**config.mk**
```make
export PLATFORM = sky130hd
export DESIGN_NAME = handwrite_capture
export DESIGN_NICKNAME = d
export VERILOG_FILES = /design/src/rtl/handwrite_pkg.sv /design/src/rtl/digit_template_rom.sv /design/src/rtl/handwrite_capture.sv
export SDC_FILE = /design/constraint.sdc
export NUM_CORES = 2
export LEC_CHECK = 0
export ABC_AREA = 0
export BUFFER_PORTS_ARGS = -buffer_cell sky130_fd_sc_hd__buf_2
export CAP_MARGIN = 5
export CORE_MARGIN = 5
export CORE_UTILIZATION = 24
export CTS_CLUSTER_SIZE = 20
export DETAILED_ROUTE_END_ITERATION = 8
export PLACE_DENSITY_LB_ADDON = 0.1
export SYNTH_ARGS = -nofsm -noshare
export SYNTH_HDL_FRONTEND = slang
export SYNTH_SLANG_ARGS = --single-unit
export TNS_END_PERCENT = 1
```
**constraint.sdc**
```tcl
create_clock -name i_clk -period 12.9 [get_ports i_clk]
set_input_delay 0 -clock i_clk [delete_from_list [all_inputs] [get_ports i_clk]]
set_output_delay 0 -clock i_clk [all_outputs]
set_load 0.01 [all_outputs]
```
**src/rtl/handwrite_pkg.sv**
```systemverilog
// Shared constants, state encoding, score type and helpers for handwrite_capture.
package handwrite_pkg;

  localparam int CANVAS_W   = 30;
  localparam int CANVAS_H   = 30;
  localparam int CANVAS_PIX = CANVAS_W * CANVAS_H;
  localparam int DIGIT_CNT  = 10;
  localparam int PIX_CNT_W  = 10;

  typedef logic [9:0] score_t;
  localparam score_t SCORE_MAX = 10'h3FF;

  typedef logic [PIX_CNT_W-1:0] pix_cnt_t;

  // State encoding kept as plain constants for compatibility with older tooling.
  typedef logic [2:0] state_t;
  localparam state_t S_DRAW  = 3'd0;
  localparam state_t S_WAIT  = 3'd1;
  localparam state_t S_MATCH = 3'd2;
  localparam state_t S_EMIT  = 3'd3;
  localparam state_t S_CLEAR = 3'd4;

  function automatic logic [9:0] pix_idx(input int y, input int x);
    return 10'(y * CANVAS_W + x);
  endfunction

  function automatic score_t popcount_row(input logic [CANVAS_W-1:0] bits);
    score_t n;
    n = '0;
    for (int i = 0; i < CANVAS_W; i++) begin
      n = n + score_t'(bits[i]);
    end
    return n;
  endfunction

endpackage

```
**src/rtl/digit_template_rom.sv**
```systemverilog
// Combinational reference glyph ROM: ten 30x30 seven-segment style digits,
// bars three pixels thick, returned one row at a time (bit x = column x).
module digit_template_rom
  import handwrite_pkg::*;
(
  input  logic [3:0]          digit,
  input  logic [4:0]          row,
  output logic [CANVAS_W-1:0] tmpl_row
);

  // Horizontal bar spans columns 5..24; vertical bars cover columns 5..7 and 22..24.
  localparam logic [CANVAS_W-1:0] BarH = 30'h01FF_FFE0;
  localparam logic [CANVAS_W-1:0] BarL = 30'h0000_00E0;
  localparam logic [CANVAS_W-1:0] BarR = 30'h01C0_0000;

  localparam logic [4:0] TopLo = 5'd2;
  localparam logic [4:0] TopHi = 5'd4;
  localparam logic [4:0] MidLo = 5'd13;
  localparam logic [4:0] MidHi = 5'd15;
  localparam logic [4:0] BotLo = 5'd25;
  localparam logic [4:0] BotHi = 5'd27;

  logic [6:0] seg;  // {g, f, e, d, c, b, a}
  logic       in_top;
  logic       in_mid;
  logic       in_bot;
  logic       in_upper;
  logic       in_lower;

  always_comb begin
    case (digit)
      4'd0:    seg = 7'b011_1111;
      4'd1:    seg = 7'b000_0110;
      4'd2:    seg = 7'b101_1011;
      4'd3:    seg = 7'b100_1111;
      4'd4:    seg = 7'b110_0110;
      4'd5:    seg = 7'b110_1101;
      4'd6:    seg = 7'b111_1101;
      4'd7:    seg = 7'b000_0111;
      4'd8:    seg = 7'b111_1111;
      4'd9:    seg = 7'b110_1111;
      default: seg = 7'b000_0000;
    endcase
  end

  assign in_top   = (row >= TopLo) && (row <= TopHi);
  assign in_mid   = (row >= MidLo) && (row <= MidHi);
  assign in_bot   = (row >= BotLo) && (row <= BotHi);
  assign in_upper = (row >= TopLo) && (row <= MidHi);
  assign in_lower = (row >= MidLo) && (row <= BotHi);

  always_comb begin
    tmpl_row = '0;
    if ((seg[0] && in_top) || (seg[6] && in_mid) || (seg[3] && in_bot)) begin
      tmpl_row = tmpl_row | BarH;
    end
    if ((seg[5] && in_upper) || (seg[4] && in_lower)) begin
      tmpl_row = tmpl_row | BarL;
    end
    if ((seg[1] && in_upper) || (seg[2] && in_lower)) begin
      tmpl_row = tmpl_row | BarR;
    end
  end

endmodule

```
**src/rtl/handwrite_capture.sv**
```systemverilog
// Pen-stroke capture onto a 30x30 canvas with idle-timeout nearest-template digit
// classification. Define HANDWRITE_THICK_PEN_EN for a 3x3 brush instead of one pixel.
module handwrite_capture
  import handwrite_pkg::*;
#(
  parameter int unsigned TIMEOUT_CYCLES = 25_000_000,
  parameter int unsigned MIN_PIXELS     = 8
) (
  input  logic                  i_clk,
  input  logic                  i_rst,
  input  logic                  i_pen_valid,
  input  logic                  i_pen_down,
  input  logic [4:0]            i_pen_x,
  input  logic [4:0]            i_pen_y,
  input  logic                  i_clear,
  output logic [CANVAS_PIX-1:0] o_handwrite,
  output logic [3:0]            o_digit_answered,
  output logic                  o_digit_identified,
  output logic                  o_busy
);

  localparam int unsigned TimerW = (TIMEOUT_CYCLES > 1) ? $clog2(TIMEOUT_CYCLES) : 1;
  localparam logic [TimerW-1:0] TimerLast = TimerW'(TIMEOUT_CYCLES - 1);

  state_t                state_q, state_d;
  logic [CANVAS_PIX-1:0] canvas_q, canvas_d;
  pix_cnt_t              pix_cnt_q, pix_cnt_d;
  logic [TimerW-1:0]     timer_q, timer_d;
  logic [3:0]            digit_q, digit_d;
  logic [4:0]            row_q, row_d;
  score_t                acc_q, acc_d;
  score_t                best_q, best_d;
  logic [3:0]            best_digit_q, best_digit_d;
  logic [3:0]            answer_q, answer_d;

  logic                  pen_hit;
  logic [CANVAS_PIX-1:0] paint_mask;
  logic [3:0]            new_pix;
  logic [PIX_CNT_W:0]    cnt_sum;
  pix_cnt_t              cnt_sat;

  logic [CANVAS_W-1:0]   tmpl_row;
  logic [CANVAS_W-1:0]   canvas_row;
  logic [9:0]            row_base;
  score_t                row_score;
  score_t                digit_total;
  logic                  new_best;

  assign pen_hit = i_pen_valid && i_pen_down &&
                   (i_pen_x < 5'(CANVAS_W)) && (i_pen_y < 5'(CANVAS_H));

  // Brush footprint and the number of pixels it newly sets.
  always_comb begin
    paint_mask = '0;
    new_pix    = '0;
    if (pen_hit) begin
`ifdef HANDWRITE_THICK_PEN_EN
      for (int dy = -1; dy <= 1; dy++) begin
        for (int dx = -1; dx <= 1; dx++) begin
          int px;
          int py;
          px = int'(i_pen_x) + dx;
          py = int'(i_pen_y) + dy;
          if ((px >= 0) && (px < CANVAS_W) && (py >= 0) && (py < CANVAS_H)) begin
            paint_mask[pix_idx(py, px)] = 1'b1;
            if (!canvas_q[pix_idx(py, px)]) begin
              new_pix = new_pix + 4'd1;
            end
          end
        end
      end
`else
      paint_mask[pix_idx(int'(i_pen_y), int'(i_pen_x))] = 1'b1;
      new_pix = canvas_q[pix_idx(int'(i_pen_y), int'(i_pen_x))] ? 4'd0 : 4'd1;
`endif
    end
  end

  assign cnt_sum = {1'b0, pix_cnt_q} + {7'd0, new_pix};
  assign cnt_sat = (cnt_sum > 11'(CANVAS_PIX)) ? PIX_CNT_W'(CANVAS_PIX) : cnt_sum[PIX_CNT_W-1:0];

  digit_template_rom u_rom (
    .digit    (digit_q),
    .row      (row_q),
    .tmpl_row (tmpl_row)
  );

  assign row_base    = pix_idx(int'(row_q), 0);
  assign canvas_row  = canvas_q[row_base +: CANVAS_W];
  assign row_score   = popcount_row(canvas_row ^ tmpl_row);
  assign digit_total = acc_q + row_score;
  // Strict compare so a tie keeps the earlier (lower) digit.
  assign new_best    = (digit_total < best_q);

  always_comb begin
    state_d      = state_q;
    canvas_d     = canvas_q;
    pix_cnt_d    = pix_cnt_q;
    timer_d      = timer_q;
    digit_d      = digit_q;
    row_d        = row_q;
    acc_d        = acc_q;
    best_d       = best_q;
    best_digit_d = best_digit_q;
    answer_d     = answer_q;

    case (state_q)
      S_DRAW: begin
        if (pen_hit) begin
          canvas_d  = canvas_q | paint_mask;
          pix_cnt_d = cnt_sat;
        end else if (i_pen_valid && !i_pen_down && (pix_cnt_q != '0)) begin
          state_d = S_WAIT;
          timer_d = '0;
        end
      end
      S_WAIT: begin
        if (i_pen_valid && i_pen_down) begin
          canvas_d  = canvas_q | paint_mask;
          pix_cnt_d = cnt_sat;
          timer_d   = '0;
          state_d   = S_DRAW;
        end else begin
          timer_d = timer_q + 1'b1;
          if (timer_q == TimerLast) begin
            if (32'(pix_cnt_q) >= MIN_PIXELS) begin
              state_d      = S_MATCH;
              digit_d      = '0;
              row_d        = '0;
              acc_d        = '0;
              best_d       = SCORE_MAX;
              best_digit_d = '0;
            end else begin
              state_d = S_CLEAR;
            end
          end
        end
      end
      S_MATCH: begin
        if (row_q == 5'(CANVAS_H - 1)) begin
          acc_d = '0;
          row_d = '0;
          if (new_best) begin
            best_d       = digit_total;
            best_digit_d = digit_q;
          end
          if (digit_q == 4'(DIGIT_CNT - 1)) begin
            state_d  = S_EMIT;
            answer_d = new_best ? digit_q : best_digit_q;
          end else begin
            digit_d = digit_q + 4'd1;
          end
        end else begin
          acc_d = digit_total;
          row_d = row_q + 5'd1;
        end
      end
      S_EMIT: begin
        state_d = S_CLEAR;
      end
      S_CLEAR: begin
        canvas_d  = '0;
        pix_cnt_d = '0;
        timer_d   = '0;
        best_d    = SCORE_MAX;
        state_d   = S_DRAW;
      end
      default: begin
        state_d = S_DRAW;
      end
    endcase

    // Abort wins over everything, including a same-cycle pen sample.
    if (i_clear) begin
      state_d      = S_DRAW;
      canvas_d     = '0;
      pix_cnt_d    = '0;
      timer_d      = '0;
      digit_d      = '0;
      row_d        = '0;
      acc_d        = '0;
      best_d       = SCORE_MAX;
      best_digit_d = '0;
      answer_d     = answer_q;
    end
  end

  always_ff @(posedge i_clk) begin
    if (i_rst) begin
      state_q      <= S_DRAW;
      canvas_q     <= '0;
      pix_cnt_q    <= '0;
      timer_q      <= '0;
      digit_q      <= '0;
      row_q        <= '0;
      acc_q        <= '0;
      best_q       <= SCORE_MAX;
      best_digit_q <= '0;
      answer_q     <= '0;
    end else begin
      state_q      <= state_d;
      canvas_q     <= canvas_d;
      pix_cnt_q    <= pix_cnt_d;
      timer_q      <= timer_d;
      digit_q      <= digit_d;
      row_q        <= row_d;
      acc_q        <= acc_d;
      best_q       <= best_d;
      best_digit_q <= best_digit_d;
      answer_q     <= answer_d;
    end
  end

  assign o_handwrite        = canvas_q;
  assign o_digit_answered   = answer_q;
  assign o_digit_identified = (state_q == S_EMIT);
  assign o_busy             = (state_q == S_MATCH) || (state_q == S_EMIT) ||
                              (state_q == S_CLEAR);

endmodule

```
==> impl_metrics.env <==
export IMPL_slew_headroom_pct=-1.725
export IMPL_place_hpwl_mm=251.0
export IMPL_h_tree_depth=3
export IMPL_clockBufferDepth=3
export IMPL_synth_area_um2=48250
export IMPL_critPathMostFrequentCell="fa_1"
export IMPL_cts_sinks=982
export IMPL_gp_congestion=0.9323
export IMPL_setup_ws_ns=2.170
export IMPL_p_total_mw=8.270
export IMPL_cts_made_buffers=118
export IMPL_final_common_cell="nor2_1"
export IMPL_placed_cells=8265
export IMPL_crit_fanout=39
export IMPL_period_needed_ns=10.73
export IMPL_area_delta_synth_final_pct=24.60
export IMPL_synth_nets=5112
export IMPL_cts_tree="built"
export IMPL_post_cts_buffers=0
export IMPL_hold_viol_final=0
export IMPL_clkTransAtPathRegs_ns=0.06
export IMPL_row_count=164
export IMPL_die_area_um2=210100
export IMPL_ys_flop_type="dfxtp_1"
export IMPL_place_ws_ns=2.545
export IMPL_mostFrequentLayoutCells="nor2_1 (1034), dfxtp_1 (978), a21oi_1 (950)"
export IMPL_worstPathArrival_ns=11.38
export IMPL_setup_viol=0
export IMPL_grt_overflow=0
export IMPL_p_per_area_nw_per_um2=137.6
export IMPL_required_ns=13.55
export IMPL_cpMaxStageDelayCell="buf_4"
export IMPL_tightest_slew_ns=1.526
export IMPL_critPathKind="register to register"
export IMPL_drive_above_1_share_pct=31.24
export IMPL_min_period_over_period_pct=83.18
export IMPL_fin_nets=5840
export IMPL_cts_root_buffer="clkbuf_16"
export IMPL_grt_max_degree=205
export IMPL_max_stage_delay_ns=0.71
export IMPL_p_leak_nw=23.37
export IMPL_setup_tns_final_ns=0
export IMPL_die_w_um=458.4
export IMPL_async_reset_ff_share_pct=0
export IMPL_maxClockFrequency_ghz=0.09320
export IMPL_worst_path_buf_inv=5
export IMPL_port_buffers=920
export IMPL_ys_warn_count=0
export IMPL_ir_worst_vdd_v=0.0001055
export IMPL_maxCapViolations=0
export IMPL_synth_seq_cells=982
export IMPL_hold_class="input port to register"
export IMPL_vias_per_cell=5.723
export IMPL_drt_initial_drc_count=6186
export IMPL_dr_pass1_iters=6
export IMPL_cp_start_kind="register"
export IMPL_critPathTopFamily="adder cells"
export IMPL_wire_per_inst_um=39.86
export IMPL_synth_distinct_cells=86
export IMPL_grt_pass1_vias=45960
export IMPL_wl_mm=339.1
export IMPL_grt_pass1_wl_mm=445.7
export IMPL_synth_cells=5007
export IMPL_num_io_pins=921
export IMPL_die_h_um=458.4
export IMPL_grt_util_all_layers_pct=30.86
export IMPL_fin_skew_ns=0.1171
export IMPL_final_cells=8506
export IMPL_num_vias=48680
export IMPL_violations="slew limit"
export IMPL_ant_nets=0
export IMPL_syn_avg_cell_area_um2=9.636
export IMPL_clkLatencyLatePin_ns=0.84
export IMPL_yosysSeqAreaShare_pct=40.74
export IMPL_report_final_slew_viol_count=43
export IMPL_synth_edf_count=0
export IMPL_rsz0062_at_grt="no"
export IMPL_antenna_found_initial=40
export IMPL_drcViolationCount=0
export IMPL_core_area_um2=199900
export IMPL_status="complete, but fails checks"
export IMPL_initial_core_util_pct=24.14
export IMPL_end_kind="register"
## report_power, final
part           internal (mW)  switching (mW)
sequential              3.03         0.00415
clock                   2.13            1.54
combinational          0.298            1.26
## stage by stage
stage	hold WS [ns]	util (%)	cell area (um2)
detailed placement	0.2852	27.92	55790
CTS	0.03586	30.07	60090
global placement	0.2859	27.92	55790
global route	0.1164	30.07	60090
finish	0.05682	30.08	60120
floorplan	0.07276	-	48250
## routing by layer
| layer | wire length (um) | part of all wire (%) | GRT usage [%] |
|---|---|---|---|
| met2 | 155200 | 46 | 49.66 |
| met1 | 131800 | 39 | 38.08 |
| met5 | 82 | 0.024 | 0 |
| met4 | 23410 | 6.9 | 17.51 |
| met3 | 28480 | 8.4 | 7.147 |
## registers in the layout (all words and copies together), names as in the netlist
| register | cells |
|---|---|
| best_digit_q | 4 |
| state_q | 3 |
| digit_q | 4 |
| o_handwrite | 900 |
| best_q | 10 |
| acc_q | 10 |
| o_digit_answered | 4 |
| pix_cnt_q | 10 |
| timer_q | 25 |
| row_q | 5 |
| u_rom.seg | 7 |
## cell usage after synthesis, types with 13 or more instances
cell,instances,area (um2)
and3_1,19,118.9
o22ai_1,38,237.7
xnor2_1,28,245.2
buf_2,143,715.7
a221oi_1,16,140.1
clkbuf_1,248,930.9
a31oi_1,13,81.33
nand2_1,168,630.6
mux2_2,28,315.3
a21oi_1,954,4775
dfxtp_1,982,19660
mux4_2,418,9414
fa_1,32,640.6
a22oi_1,65,488.0
o2111ai_1,15,131.4
ha_1,58,725.7
and2_1,20,125.1
xor2_1,31,271.5
a22o_1,13,113.9
inv_1,64,240.2
nor2_1,1083,4065
nand3_1,37,185.2
nor3_1,31,155.2
buf_4,28,210.2
buf_1,30,112.6
o21ai_0,125,625.6
mux2i_1,131,1311
## cells by family after synthesis
family / after synthesis / share of synthesized area (%)
multiplexers: 577 / 22.88
XOR/XNOR: 63 / 1.206
AO/OA/AOI/OAI: 1340 / 15.53
flip-flops: 982 / 40.74
adder cells (fa/ha/maj): 90 / 2.832
buffers and inverters: 516 / 4.603
AND/OR/NAND/NOR: 1439 / 12.20
## tightest hold or removal path, stage by stage
cell     delay, ns
buf_2         0.13
nand2_1       0.17
o22ai_1       0.14
nand2_1       0.14
a22oi_1       0.10
nor2_1        0.07
## worst paths after layout
path | start | to | slack [ns] | cells after the start
setup / recovery | row_q[1] | o_digit_answered[3] | 2.17 | 32
hold / removal | i_pen_down | pix_cnt_q[1] | 0.06 | 6
setup reg to reg | row_q[1] | o_digit_answered[3] | 2.17 | 32
hold reg to reg | best_q[8] | best_q[8] | 0.50 | 2
## area by class of cell
cell class	instances	area (um2)
antenna	12	30.03
sequential	982	19670
multi-input combinational	3509	26860
inverter	67	254.0
fill	21140	139700
clock buffer	163	3456
clock inverter	60	778.2
timing repair buffer	1057	5746
tap	2656	3323
## what timing repair did
item | CTS | global route
hold buffers | 6 | 0
endpoints found under the hold margin | 24 | 0
gates resized for setup | 0 | 0
Power figures use the tool's default switching activity.
